## src/rtl/fp_mult_pipe.sv

```systemverilog
// Pipelined fixed-point multiplier with valid/ready flow control, optional
// round-half-up and saturation, and a sideband tag carried alongside each sample.
module fp_mult_pipe #(
  parameter int N        = 24,
  parameter int Q        = 10,
  parameter int SIGNED   = 1,
  parameter int ROUND    = 1,
  parameter int SATURATE = 1,
  parameter int LATENCY  = 3,
  parameter int TAG_W    = 4
) (
  input  logic             clock_in,
  input  logic             reset_n_in,
  input  logic [N-1:0]     a_in,
  input  logic [N-1:0]     b_in,
  input  logic [TAG_W-1:0] tag_in,
  input  logic             in_valid,
  output logic             in_ready,
  output logic [N-1:0]     result_out,
  output logic             overflow_out,
  output logic [TAG_W-1:0] tag_out,
  output logic             out_valid,
  input  logic             out_ready
);

  localparam int PW     = 2 * N;
  localparam int W      = 2 * N + 1;
  localparam int RND_SH = (Q > 0) ? Q - 1 : 0;
  localparam logic [W-1:0] RND_V = (ROUND != 0 && Q > 0) ?
                                   ({{(W-1){1'b0}}, 1'b1} << RND_SH) : {W{1'b0}};

  // Full-width product; operands are sign- or zero-extended to 2N bits first.
  function automatic logic [PW-1:0] mult_f(input logic [N-1:0] a, input logic [N-1:0] b);
    logic [PW-1:0] ax;
    logic [PW-1:0] bx;
    ax = {{N{(SIGNED != 0) & a[N-1]}}, a};
    bx = {{N{(SIGNED != 0) & b[N-1]}}, b};
    return ax * bx;
  endfunction

  // Round, rescale and range-limit a product; returns {overflow, result}.
  function automatic logic [N:0] post_f(input logic [PW-1:0] p);
    logic [W-1:0] ext_v;
    logic [W-1:0] sh_v;
    logic         ovf_v;
    logic [N-1:0] res_v;
    ext_v = {(SIGNED != 0) & p[PW-1], p} + RND_V;
    if (SIGNED != 0) begin
      sh_v  = $signed(ext_v) >>> Q;
      ovf_v = ~((&sh_v[W-1:N-1]) | ~(|sh_v[W-1:N-1]));
    end else begin
      sh_v  = ext_v >> Q;
      ovf_v = |sh_v[W-1:N];
    end
    if (ovf_v && SATURATE != 0) begin
      if (SIGNED == 0) begin
        res_v = {N{1'b1}};
      end else if (sh_v[W-1]) begin
        res_v = {1'b1, {(N-1){1'b0}}};
      end else begin
        res_v = {1'b0, {(N-1){1'b1}}};
      end
    end else begin
      res_v = sh_v[N-1:0];
    end
    return {ovf_v, res_v};
  endfunction

  logic             stall_s;
  logic [PW-1:0]    src_prod_s;
  logic [TAG_W-1:0] src_tag_s;
  logic             src_valid_s;

  // A held output freezes the whole pipe; bubbles are kept, never squeezed out.
  assign stall_s  = out_valid & ~out_ready;
  assign in_ready = ~stall_s;

  generate
    if (LATENCY > 1) begin : g_pipe
      localparam int D = LATENCY - 1;
      logic [PW-1:0]    prod_r  [D];
      logic [TAG_W-1:0] tag_r   [D];
      logic [D-1:0]     valid_r;

      // Product delay line ahead of the round/saturate output stage.
      always_ff @(posedge clock_in or negedge reset_n_in) begin
        if (!reset_n_in) begin
          for (int i = 0; i < D; i++) begin
            prod_r[i] <= {PW{1'b0}};
            tag_r[i]  <= {TAG_W{1'b0}};
          end
          valid_r <= {D{1'b0}};
        end else if (!stall_s) begin
          prod_r[0]  <= mult_f(a_in, b_in);
          tag_r[0]   <= tag_in;
          valid_r[0] <= in_valid;
          for (int i = 1; i < D; i++) begin
            prod_r[i]  <= prod_r[i-1];
            tag_r[i]   <= tag_r[i-1];
            valid_r[i] <= valid_r[i-1];
          end
        end
      end

      assign src_prod_s  = prod_r[D-1];
      assign src_tag_s   = tag_r[D-1];
      assign src_valid_s = valid_r[D-1];
    end else begin : g_direct
      assign src_prod_s  = mult_f(a_in, b_in);
      assign src_tag_s   = tag_in;
      assign src_valid_s = in_valid;
    end
  endgenerate

  // Output stage: rounding and saturation land directly in the output register.
  always_ff @(posedge clock_in or negedge reset_n_in) begin
    if (!reset_n_in) begin
      out_valid    <= 1'b0;
      result_out   <= {N{1'b0}};
      overflow_out <= 1'b0;
      tag_out      <= {TAG_W{1'b0}};
    end else if (!stall_s) begin
      out_valid <= src_valid_s;
      if (src_valid_s) begin
        {overflow_out, result_out} <= post_f(src_prod_s);
        tag_out                    <= src_tag_s;
      end
    end
  end

endmodule

```

## config.mk

```make
export PLATFORM = sky130hd
export DESIGN_NAME = fp_mult_pipe
export DESIGN_NICKNAME = d
export VERILOG_FILES = /design/src/rtl/fp_mult_pipe.sv
export SDC_FILE = /design/constraint.sdc
export NUM_CORES = 2
export LEC_CHECK = 0
export ABC_AREA = 1
export ABC_CLOCK_PERIOD_IN_PS = 1980
export BUFFER_PORTS_ARGS = -buffer_cell sky130_fd_sc_hd__buf_4
export CORE_MARGIN = 2
export CORE_UTILIZATION = 50
export DETAILED_ROUTE_END_ITERATION = 10
export HOLD_SLACK_MARGIN = 0.1
export PLACE_DENSITY = 0.71
export SLEW_MARGIN = 5
export SYNTH_ARGS = -nofsm -noshare
export SYNTH_HDL_FRONTEND = slang
export SYNTH_SLANG_ARGS = --single-unit
export TNS_END_PERCENT = 1
```

## constraint.sdc

```tcl
create_clock -name clock_in -period 1.98 [get_ports clock_in]
set_input_delay 0.396 -clock clock_in [delete_from_list [all_inputs] [get_ports clock_in]]
set_output_delay 0.396 -clock clock_in [all_outputs]
set_load 0.01 [all_outputs]
```

# Yosys cells after proc, flatten, opt, wreduce, memory -nomap -nowiden
# Index checks and enable logic that the tools add are counted.
totals:
  reg_bits: 136
  input_bits: 56
classes:
  add_sub_neg: 1
  multipliers: 1
  mux: 6
  bitwise: 6
  reduce_logical: 3
op_table:
  columns: ["operator", "n"]
  rows:
  - ["$mux 49", 2]
  - ["$add 48x11->49 const B", 1]
  - ["$mul 24x24->48", 1]
  - ["$mux 24", 2]
  - ["$reduce_and 16->1", 1]
  - ["$reduce_or 16->1", 1]
  - ["$not 1->1", 4]
  - ["$mux 1", 2]
  - ["$reduce_and 2->1", 1]
  - ["$and 1x1->1", 1]
  - ["$or 1x1->1", 1]

# Depth between registers and ports, before layout
depth:
  depth_word: 8
  ltp_mapped: 30
  depth_no_buf: 29

# Worst setup path before layout
# Ideal clock, no wire load.
synth_timing:
  kind: "in2reg"
  from: "input port a_in[23]"
  to: "register g_pipe.prod_r[90] (netlist bit)"
  setup_time_ns: 0.118
  arrival_time_ns: 6.196
  path_slack_ns: -4.334
  path_stages: 25
  path_cell_list: "clkbuf_1 -> nand2_1 -> inv_1 -> fa_1 -> fa_1 -> inv_1 -> fa_1 -> inv_1 -> fa_1 -> fa_1 -> fa_1 -> inv_1 -> fa_1 -> inv_1 -> ha_1 -> a21oi_1 -> nor2_1 -> nor2_1 -> a21boi_0 -> nor2_1 -> nor3_1 -> nand3_1 -> or2_2 -> nand3_1 -> nand2_1"
synth_between:
  elab_chain_len: 1
synth_rtl:
  columns: ["element", "line_no", "text"]
  rows:
  - ["from (decl)", "14", "input logic [N-1:0] a_in,"]
  - ["$mul 24x24->48", "38", "return ax * bx;"]
  - ["to (signal, indexed assignment)", "89", "prod_r[i] <= {PW{1'b0}};"]
  - ["to (signal, indexed assignment)", "98", "prod_r[i] <= prod_r[i-1];"]
  - ["to (decl)", "81", "logic [PW-1:0] prod_r [D];"]
# Every way passes these cells.
# A chain may end at the register's enable or synchronous reset.

# Worst setup path in the final report
layout_timing:
  from: "input port b_in[3]"
  to: "register g_pipe.prod_r[83] (netlist bit)"
layout_between:
  elab_chain_len: 1
layout_rtl:
  columns: ["element", "line_no", "text"]
  rows:
  - ["from (decl)", "15", "input logic [N-1:0] b_in,"]
  - ["$mul 24x24->48", "38", null]
# Every way passes these cells.

==> results.json <==
{
  "layout_common_cells": "1,062 x nand2_1, 958 x inv_1, 591 x fa_1, 429 x buf_4, 148 x nor2_1",
  "grt_overflow_total": 0,
  "start_kind": "primary input",
  "fin_skew_ns": 0.00730,
  "post-route-min-period_ns": 5.91,
  "hold_class": "primary input to flop",
  "nFillCells": 4767,
  "yosysUniqueCellTypes": 35,
  "drtIter0Drc": 1420,
  "clockBufferDepth": 2,
  "criticalPathCategory": "primary input to flop",
  "dpl_worst_slack_ns": -4.47,
  "die_y_um": 241,
  "violations": "negative setup slack",
  "syn_nets": 4413,
  "initial_utilization_pct": 50.7,
  "first_pass_iters": 5,
  "syn-instance-count": 3620,
  "grt_pass1_vias": 24800,
  "fmax_mhz": 169,
  "die_x_um": 241,
  "ys_ff_latch": 118,
  "setup_slack_ns": -3.93,
  "cp-end-kind": "flop",
  "antenna_cells": 0,
  "synth.avg_cell_area_um2": 7.73,
  "drt-total-wl_um": 75400,
  "drv_slew": 0,
  "cts_tree": "built",
  "grt_pass1_wl_um": 126000,
  "insertion_delay_ns": 0.42,
  "grt_max_degree": 93,
  "cp_slowest_cell": "fa_1",
  "cp_data_required_time_ns": 2.28,
  "ant_nets": 0,
  "drive_above_1_share_pct": 19.3,
  "async_flop_share_pct": 100,
  "cts_buffers": 17,
  "layout_commonest_cell": "nand2_1",
  "rsz0062_at_grt": "true",
  "num_vias": 23300,
  "critPathBufInv": 9,
  "maxCapViolCount": 0,
  "slew_headroom_pct": 66.7,
  "root_buffer": "clkbuf_16",
  "area_growth_pct": 22.6,
  "via_per_inst": 4.87,
  "ys_warn_count": 0,
  "grt_util_all_layers_pct": 27.7,
  "dp.final_hpwl_um": 65100,
  "drc_errors": 0,
  "gp_congestion": 0.943,
  "numClockSinks": 118,
  "die-area_mm2": 0.0579,
  "antenna_found_initial": 0,
  "finalCritPeriodShare_pct": 299,
  "core_mm2": 0.0552,
  "max_stage_delay_ns": 0.54,
  "synth_ff_type": "dfrtp_1",
  "clkTransAtPathRegs_ns": 0.05,
  "row_count": 86,
  "setup_viol": 63,
  "hold_viol": 0,
  "port_buffers": 86,
  "syn-cell-area_mm2": 0.0280,
  "outcome": "complete, but fails checks",
  "synth_edf_count": 0,
  "dp.cells": 4724,
  "critPathTopFamily": "adder cells",
  "wl_per_cell_um": 15.8,
  "ys_seq_area_share_pct": 10.6,
  "pin_count": 87,
  "worstMarginPinSlew_ns": 0.494,
  "tns_ns": -149.75,
  "cp_max_fo": 10,
  "layout.nets": 4807,
  "layoutNonFillerInstCount": 4774,
  "htree_levels": 4,
  "arrival_ns": 6.22
}
## path summary, 6_finish.rpt
check / cells past startpoint / slack, ns / to / start
setup / recovery: 28 / -3.93 / g_pipe.prod_r[83] / b_in[3]
hold / removal: 3 / 0.17 / g_pipe.valid_r[0] / in_valid
setup reg to reg: 16 / -0.37 / result_out[17] / src_prod_s[15]
hold reg to reg: 2 / 0.48 / g_pipe.prod_r[64] / g_pipe.prod_r[64]
max in group asynchronous: 3 / 1.13 / g_pipe.prod_r[72] / reset_n_in
min in group asynchronous: 2 / 0.32 / overflow_out / reset_n_in
## sequential cells by signal, indices dropped and copies added, names as in the netlist
| signal | count |
|---|---|
| g_pipe.prod_r | 39 |
| overflow_out | 1 |
| out_valid | 1 |
| result_out | 24 |
| src_prod_s | 39 |
| g_pipe.valid_r | 2 |
| src_tag_s | 4 |
| g_pipe.tag_r | 4 |
| tag_out | 4 |
## worst min-delay path, stage by stage
cell	delay [ns]
buf_4	0.07
nand2_1	0.04
nand2_1	0.04
## final cells by class
class	count	area (um^2)	share of cell area (%)
tap	748	936	2.73
inverter	998	3760	10.9
clock buffer	23	498	1.45
sequential	118	2950	8.60
multi-input combinational	2380	21800	63.5
timing repair buffer	499	4270	12.4
clock inverter	8	120	0.350
## repair_timing
action | 4_1_cts | 5_1_grt
pin swaps | 51 | 46
endpoints found under the setup margin | 63 | 63
setup buffers | 11 | 7
gates resized for setup | 139 | 112
hold buffers | 1 | 0
endpoints found under the hold margin | 118 | 0
## cells in the mapped netlist, types with 3 or more instances
master	number	area share (%)
clkbuf_1	115	1.5
fa_1	606	43
o21ai_0	86	1.5
buf_6	4	0.16
dfrtp_1	118	11
nand3_1	70	1.3
nor2_2	7	0.16
nand2_2	3	0.067
ha_1	131	5.9
xnor2_1	15	0.47
inv_2	6	0.080
and3_1	3	0.067
nand3b_1	6	0.16
or2_2	20	0.45
a21boi_0	4	0.11
a21oi_1	48	0.86
a31oi_1	13	0.29
o21bai_1	5	0.13
o31ai_1	4	0.11
buf_1	3	0.040
nand4_1	17	0.38
inv_1	989	13
a21o_1	10	0.27
clkinv_1	3	0.040
xor2_1	30	0.94
nand2_1	1091	15
nor2_1	183	2.5
nand3_2	4	0.14
nor3_1	13	0.23
nor2_4	4	0.16
## per-stage QoR
step                      utilization [%]  cell area [um^2]  hold WS, ns
after floorplan                         -             28500        0.100
after global placement               59.2             32700        0.203
after detailed placement             59.2             32700        0.203
after CTS                            61.3             33900        0.162
after global routing                 62.2             34300        0.170
final                                62.2             34300        0.173
## layer usage
layer,vias up,track usage [%],part of all wire [%]
met3,142,3.07,5.1
met5,-,0,0
li1,11100,-,-
met1,11400,37.3,43
met4,0,7.04,2.6
met2,691,48.1,49
## cells by family (layout without fill, tap and decap cells)
group / after synthesis / after routing / synth area share, %
adders and majority gates: 737 / 737 / 49.2
and+or+nand+nor: 1426 / 1426 / 20.3
xor gates and xnor gates: 45 / 45 / 1.41
DFF: 118 / 118 / 10.6
AOI/OAI and AO/OA: 172 / 172 / 3.36
buffers and inverters: 1122 / 1528 / 15.2
Power is left out: the tool's default activity adds up to more than one toggle a clock period on the data nets, which glitch-free logic cannot reach.
